## src/rtl/rx_segment_router.sv

```systemverilog
// Header parser and segment dispatcher: validates MAC/IP/port fields, replays each
// frame through a fixed delay line to one segment channel, and muxes channel outputs back.
module rx_segment_router #(
  parameter int          SEG_NUM  = 50,
  parameter int          SEG_OFS  = 50,
  parameter int          MAC_OFS  = 8,
  parameter int          IP_OFS   = 34,
  parameter int          PORT_OFS = 44,
  parameter logic [47:0] DST_MAC  = 48'hdeadbeef0123,
  parameter logic [31:0] SRC_IP   = 32'hc0a80140,
  parameter logic [15:0] DST_PORT = 16'h0102,
  parameter int          CNT_W    = 16
) (
  input  logic                   clk125MHz,
  input  logic                   reset_n,
  input  logic [7:0]             rx_data,
  input  logic                   rx_enable,
  output logic [7:0]             seg_data,
  output logic [SEG_NUM-1:0]     seg_en,
  input  logic [SEG_NUM-1:0]     ch_en,
  input  logic [8*SEG_NUM-1:0]   ch_data,
  input  logic [SEG_NUM-1:0]     ch_loss,
  output logic                   en_out,
  output logic [7:0]             data_out,
  output logic                   loss_detected,
  output logic [15:0]            last_seg,
  output logic [CNT_W-1:0]       cnt_ok,
  output logic [CNT_W-1:0]       cnt_drop,
  output logic [CNT_W-1:0]       cnt_range
);
  localparam int          DLY   = SEG_OFS + 3;
  localparam int          SEL_W = (SEG_NUM > 1) ? $clog2(SEG_NUM) : 1;
  localparam logic [31:0] K_MAX = '1;

  logic [31:0]              k_q, k_d;
  logic                     valid_q, valid_d, vcur, hdr_ok, hdr_chk;
  logic [7:0]               hdr_exp, msb_q, msb_d;
  logic [47:0]              mac_sh;
  logic [31:0]              ip_sh;
  logic [15:0]              port_sh;
  logic [15:0]              seg;
  logic                     decide, in_range, routed, runt, dly_start;
  logic                     pend_vld_q, pend_vld_d, route_vld_q, route_vld_d;
  logic [15:0]              pend_seg_q, pend_seg_d, route_q, route_d;
  logic [DLY-1:0]           vld_pipe_q, vld_pipe_d;
  logic [DLY-1:0][7:0]      dat_pipe_q, dat_pipe_d;
  logic [CNT_W-1:0]         cnt_ok_q, cnt_ok_d, cnt_drop_q, cnt_drop_d, cnt_range_q, cnt_range_d;
  logic [15:0]              last_seg_q, last_seg_d;
  logic [SEL_W-1:0]         sel_q, sel_d;
  logic                     found;
  logic                     en_out_q, en_out_d, loss_q, loss_d;
  logic [7:0]               dout_q, dout_d;

  // Expected header byte for the current index, MSB first within each field.
  always_comb begin
    hdr_chk = 1'b0;
    hdr_exp = 8'h00;
    mac_sh  = '0;
    ip_sh   = '0;
    port_sh = '0;
    if (k_q >= 32'(MAC_OFS) && k_q < 32'(MAC_OFS + 6)) begin
      hdr_chk = 1'b1;
      mac_sh  = DST_MAC << (8 * (k_q - 32'(MAC_OFS)));
      hdr_exp = mac_sh[47:40];
    end else if (k_q >= 32'(IP_OFS) && k_q < 32'(IP_OFS + 4)) begin
      hdr_chk = 1'b1;
      ip_sh   = SRC_IP << (8 * (k_q - 32'(IP_OFS)));
      hdr_exp = ip_sh[31:24];
    end else if (k_q >= 32'(PORT_OFS) && k_q < 32'(PORT_OFS + 2)) begin
      hdr_chk = 1'b1;
      port_sh = DST_PORT << (8 * (k_q - 32'(PORT_OFS)));
      hdr_exp = port_sh[15:8];
    end
    hdr_ok = !(hdr_chk && (rx_data != hdr_exp));
  end

  always_comb begin
    // k_q is the index of the byte arriving now; it saturates so it never wraps back to a start.
    k_d      = rx_enable ? ((k_q == K_MAX) ? k_q : k_q + 32'd1) : '0;
    vcur     = ((k_q == '0) ? 1'b1 : valid_q) & hdr_ok;
    valid_d  = rx_enable ? vcur : valid_q;
    msb_d    = (rx_enable && k_q == 32'(SEG_OFS)) ? rx_data : msb_q;
    seg      = {msb_q, rx_data};
    decide   = rx_enable && (k_q == 32'(SEG_OFS + 1));
    in_range = 32'(seg) < 32'(SEG_NUM);
    routed   = decide && vcur && in_range;
    runt     = !rx_enable && (k_q != '0) && (k_q < 32'(SEG_OFS + 2));

    cnt_ok_d    = cnt_ok_q;
    cnt_drop_d  = cnt_drop_q;
    cnt_range_d = cnt_range_q;
    last_seg_d  = last_seg_q;
    if (routed) begin
      cnt_ok_d   = cnt_ok_q + CNT_W'(1);
      last_seg_d = seg;
    end
    if (decide && vcur && !in_range) cnt_range_d = cnt_range_q + CNT_W'(1);
    if ((decide && !vcur) || runt)   cnt_drop_d  = cnt_drop_q + CNT_W'(1);

    vld_pipe_d = {vld_pipe_q[DLY-2:0], rx_enable};
    dat_pipe_d = {dat_pipe_q[DLY-2:0], rx_data};

    // Load the route one cycle early so it is ready on the first delayed byte.
    dly_start   = vld_pipe_q[DLY-2] && !vld_pipe_q[DLY-1];
    pend_vld_d  = pend_vld_q;
    pend_seg_d  = pend_seg_q;
    route_vld_d = route_vld_q;
    route_d     = route_q;
    if (dly_start) begin
      route_vld_d = pend_vld_q;
      route_d     = pend_seg_q;
      pend_vld_d  = 1'b0;
    end
    if (decide) begin
      pend_vld_d = routed;
      pend_seg_d = seg;
    end
  end

  always_comb begin
    sel_d = sel_q;
    found = 1'b0;
    for (int i = 0; i < SEG_NUM; i++) begin
      if (ch_en[i] && !found) begin
        sel_d = SEL_W'(i);
        found = 1'b1;
      end
    end
    en_out_d = ch_en[sel_d];
    loss_d   = ch_loss[sel_d];
    dout_d   = ch_data[32'(sel_d) * 8 +: 8];
  end

  always_ff @(posedge clk125MHz or negedge reset_n) begin
    if (!reset_n) begin
      k_q         <= '0;
      valid_q     <= 1'b0;
      msb_q       <= '0;
      pend_vld_q  <= 1'b0;
      pend_seg_q  <= '0;
      route_vld_q <= 1'b0;
      route_q     <= '0;
      vld_pipe_q  <= '0;
      dat_pipe_q  <= '0;
      cnt_ok_q    <= '0;
      cnt_drop_q  <= '0;
      cnt_range_q <= '0;
      last_seg_q  <= '0;
      sel_q       <= '0;
      en_out_q    <= 1'b0;
      loss_q      <= 1'b0;
      dout_q      <= '0;
    end else begin
      k_q         <= k_d;
      valid_q     <= valid_d;
      msb_q       <= msb_d;
      pend_vld_q  <= pend_vld_d;
      pend_seg_q  <= pend_seg_d;
      route_vld_q <= route_vld_d;
      route_q     <= route_d;
      vld_pipe_q  <= vld_pipe_d;
      dat_pipe_q  <= dat_pipe_d;
      cnt_ok_q    <= cnt_ok_d;
      cnt_drop_q  <= cnt_drop_d;
      cnt_range_q <= cnt_range_d;
      last_seg_q  <= last_seg_d;
      sel_q       <= sel_d;
      en_out_q    <= en_out_d;
      loss_q      <= loss_d;
      dout_q      <= dout_d;
    end
  end

  always_comb begin
    seg_en = '0;
    if (vld_pipe_q[DLY-1] && route_vld_q) seg_en = SEG_NUM'(1) << route_q;
  end

  assign seg_data      = dat_pipe_q[DLY-1];
  assign en_out        = en_out_q;
  assign data_out      = dout_q;
  assign loss_detected = loss_q;
  assign last_seg      = last_seg_q;
  assign cnt_ok        = cnt_ok_q;
  assign cnt_drop      = cnt_drop_q;
  assign cnt_range     = cnt_range_q;
endmodule

```

## config.mk

```make
export PLATFORM = sky130hd
export DESIGN_NAME = rx_segment_router
export DESIGN_NICKNAME = d
export VERILOG_FILES = /design/src/rtl/rx_segment_router.sv
export SDC_FILE = /design/constraint.sdc
export NUM_CORES = 1
export LEC_CHECK = 0
export ABC_AREA = 1
export ABC_CLOCK_PERIOD_IN_PS = 11230
export CAP_MARGIN = 40
export CELL_PAD_IN_SITES_DETAIL_PLACEMENT = 1
export CELL_PAD_IN_SITES_GLOBAL_PLACEMENT = 1
export CORE_MARGIN = 4
export CORE_UTILIZATION = 31
export DETAILED_ROUTE_END_ITERATION = 10
export PLACE_DENSITY = 0.7
export SLEW_MARGIN = 15
export SYNTH_ARGS = -nofsm -noshare
export SYNTH_HDL_FRONTEND = slang
export SYNTH_SLANG_ARGS = --single-unit
export TNS_END_PERCENT = 1
```

## constraint.sdc

```tcl
create_clock -name clk125MHz -period 11.23 [get_ports clk125MHz]
set_clock_uncertainty 0.15 [all_clocks]
set_input_delay 1.123 -clock clk125MHz [delete_from_list [all_inputs] [get_ports clk125MHz]]
set_output_delay 1.123 -clock clk125MHz [all_outputs]
set_load 0.005 [all_outputs]
```

==> flow_summary.ini <==
[floorplan]
start_util = 0.313
die_w_um = 310
core.rowCount = 110
fp.dieArea_sq_um = 96300
io_pins = 643
core_area_sq_um = 90400
die_height_um = 310

[synth]
synth.yosys.seq_area_share = 0.558
synth_edf_count = 0
ys.flop_type = dfrtp_1
synth-seq-cells = 632
synthCells = 3247
async_flop_share = 1.00
synthDistinctLibCells = 56
synth_fp_nets = 3770
avgSynthCellArea_sq_um = 8.73
syn_area_sq_um = 28300
ys_warn_count = 0

[cts]
post_cts_buffers = 0
cts_buffers = 69
cts_tree = done
cts-resized-gates = 0
insertion_delay_ps = 640
h-tree-depth = 3
clkTransAtPathRegs_ps = 70
clockBufferDepth = 3
root_buffer = clkbuf_16
cts_sinks = 632
hold_buffers = 0

[setup_path]
rr_startpoint = k_q[4]$_DFFE_PN0P_
reg2reg_depth = 27
slowest_delay_ps = 760
regToRegEndpoint = cnt_range[15]$_DFFE_PN0P_
worstSetupPathType = input pin to flip-flop
worstSetupStartpointType = input pin
endpoint_kind = flip-flop
endpoint = loss_detected$_DFF_PN0_
cp_slowest_cell = buf_4
worstPathMaxFanout = 107
worst-r2r-setup-slack_ps = 4820
cp-startpoint = ch_en[7]
cp.required_ps = 11600
arrival_ps = 8460
timing.critical_path.mode_cell = nor2_4

[final_layout]
final_cell_mix = 696 x nand2_1, 641 x clkdlybuf4s50_1, 632 x dfrtp_1
n_fill_cell = 10500
nets = 4363
fin_area_sq_um = 38300
drive_above_1_share = 0.0545
area_growth_pct = 35.2
final_common_cell = nand2_1

[detailed_routing]
viasPerCell = 4.96
drt_iter0_drc = 1946
drt-met1-wl_um = 49700
met2RoutedLength_um = 54800
drc = 0
postRouteAntennaNets = 0
drt-total-wl_um = 117000
routedWlPerCell_um = 23.0
wl_met3_um = 8850
drt_pass1_iterations = 5
top_layer = met5
via_count = 25300

[power_and_ir_drop]
p_leak_nw = 18.1
vdd_drop_max_uv = 129
p_per_area_nw_per_um2 = 141

[global_routing]
grt_max_degree = 198
grt_overflow = 0
grt_pass1_vias = 26400
antenna_found_initial = 34
grt_pass1_wl_um = 172000
grt_usage = 0.236

[place]
gp_congestion = 0.948
dp_hpwl_um = 89400
port-buffer-count = 642
placed_area_sq_um = 35800

[sta]
rsz0062_at_grt = false
finalSetupTns_ps = 0
setup_viol = 0
report.final.slew_viol_count = 0
hold_viol = 0
worst_pin_slew_ps = 995
fin_crit_sh = 0.720
fmax_mhz = 124
slew_headroom = 0.337
period_needed_ps = 8090

[run_status]
run_status = finished clean

[flow_run]
max_cap_violations = 0

[worst_hold_path]
hold_path.class = flip-flop to flip-flop
-- synthesized netlist by cell type, drive strengths merged, types with 6 or more instances --
library cell  count  area share
a31oi             6      0.0013
a21oi            84       0.015
xor2             65       0.020
nor4             46       0.010
o211ai            8      0.0021
dfrtp           632        0.56
nor3             61       0.011
inv             377       0.050
nor2            261       0.038
ha               12      0.0053
o21ai            61       0.011
nand4            43       0.010
nand3b           59       0.016
mux2             12      0.0048
nand3           592        0.11
clkbuf           46      0.0061
a211oi            8      0.0021
nand2           704       0.094
xnor2            17      0.0053
buf             105       0.023
clkinv           17      0.0023
-- registers in the layout, summed over array words and instances (netlist names) --
signal,count
sel_q,6
dat_pipe_d,416
loss_detected,1
en_out,1
route_q,16
msb_q,8
data_out,8
last_seg,16
k_q,32
cnt_ok,16
valid_q,1
pend_seg_q,16
pend_vld_q,1
cnt_drop,16
vld_pipe_q,53
route_vld_q,1
seg_data,8
cnt_range,16
-- how the worst min path moves through the flow --
stage,slack [ps],endpoint,from,cells past startpoint
CTS,160,vld_pipe_q[38]$_DFF_PN0_,vld_pipe_q[37]$_DFF_PN0_,0
finish,160,vld_pipe_q[38]$_DFF_PN0_,vld_pipe_q[37]$_DFF_PN0_,0
detailed placement,190,dat_pipe_d[62]$_DFF_PN0_,dat_pipe_d[54]$_DFF_PN0_,0
floorplan,180,dat_pipe_d[100]$_DFF_PN0_,dat_pipe_d[92]$_DFF_PN0_,0
global placement,180,dat_pipe_d[421]$_DFF_PN0_,dat_pipe_d[413]$_DFF_PN0_,0
global route,170,dat_pipe_d[39]$_DFF_PN0_,dat_pipe_d[31]$_DFF_PN0_,0
-- worst max-delay path, delay by kind of cell --
family	cells	cell delay, ps
and+or+nand+nor	38	5900
buffers and inverters	4	1320
-- metal layers --
layer	global-route usage	vias up
met2	0.377	785
met5	0	-
met3	0.0649	206
met4	0.0806	26
met1	0.311	12500
li1	-	11700
-- logic make-up (layout without fill, tap and decap cells) --
| family | count (synthesis) | in the layout | share of synthesized area |
|---|---|---|---|
| other cells | 0 | 24 | 0 |
| compound gates | 189 | 189 | 0.0382 |
| fa+ha+maj | 12 | 12 | 0.00530 |
| buf+inv | 545 | 1190 | 0.0813 |
| xor+xnor | 82 | 82 | 0.0253 |
| simple gates | 1775 | 1775 | 0.287 |
| flops | 632 | 632 | 0.558 |
| mux | 12 | 12 | 0.00477 |
-- where the power goes --
part / switching [W] / leakage, nW / total (W) / internal, W
combinational: 0.000327 / 9.17 / 0.000608 / 0.000281
sequential: 0.0000433 / 7.71 / 0.00242 / 0.00238
clock: 0.000977 / 1.18 / 0.00239 / 0.00141
total: 0.00135 / 18.1 / 0.00541 / 0.00407
-- area by class of cell --
cell class / instances / area (sq um) / share of cell area
flip-flops and latches: 632 / 15800 / 0.413
multi-input cells: 2070 / 10300 / 0.269
repair buffers: 673 / 6780 / 0.177
clock buffers: 86 / 1890 / 0.0494
inverters: 394 / 1480 / 0.0386
well taps: 1176 / 1470 / 0.0384
clock inverters: 37 / 538 / 0.0140
diodes: 24 / 60.1 / 0.00157
-- metrics by stage --
step                 util  worst slack [ps]  std cells  hold WS, ps  power (W)
finish              0.424              3140       5092          157    0.00541
global route        0.423              2630       5076          166    0.00568
CTS                 0.423              3300       5065          156    0.00551
detailed placement  0.396              2620       4942          186    0.00307
global placement    0.395              2390       4935          182    0.00306
floorplan               -              5880       3247          181    0.00268
Note: power is estimated with default switching activity, not from simulation.
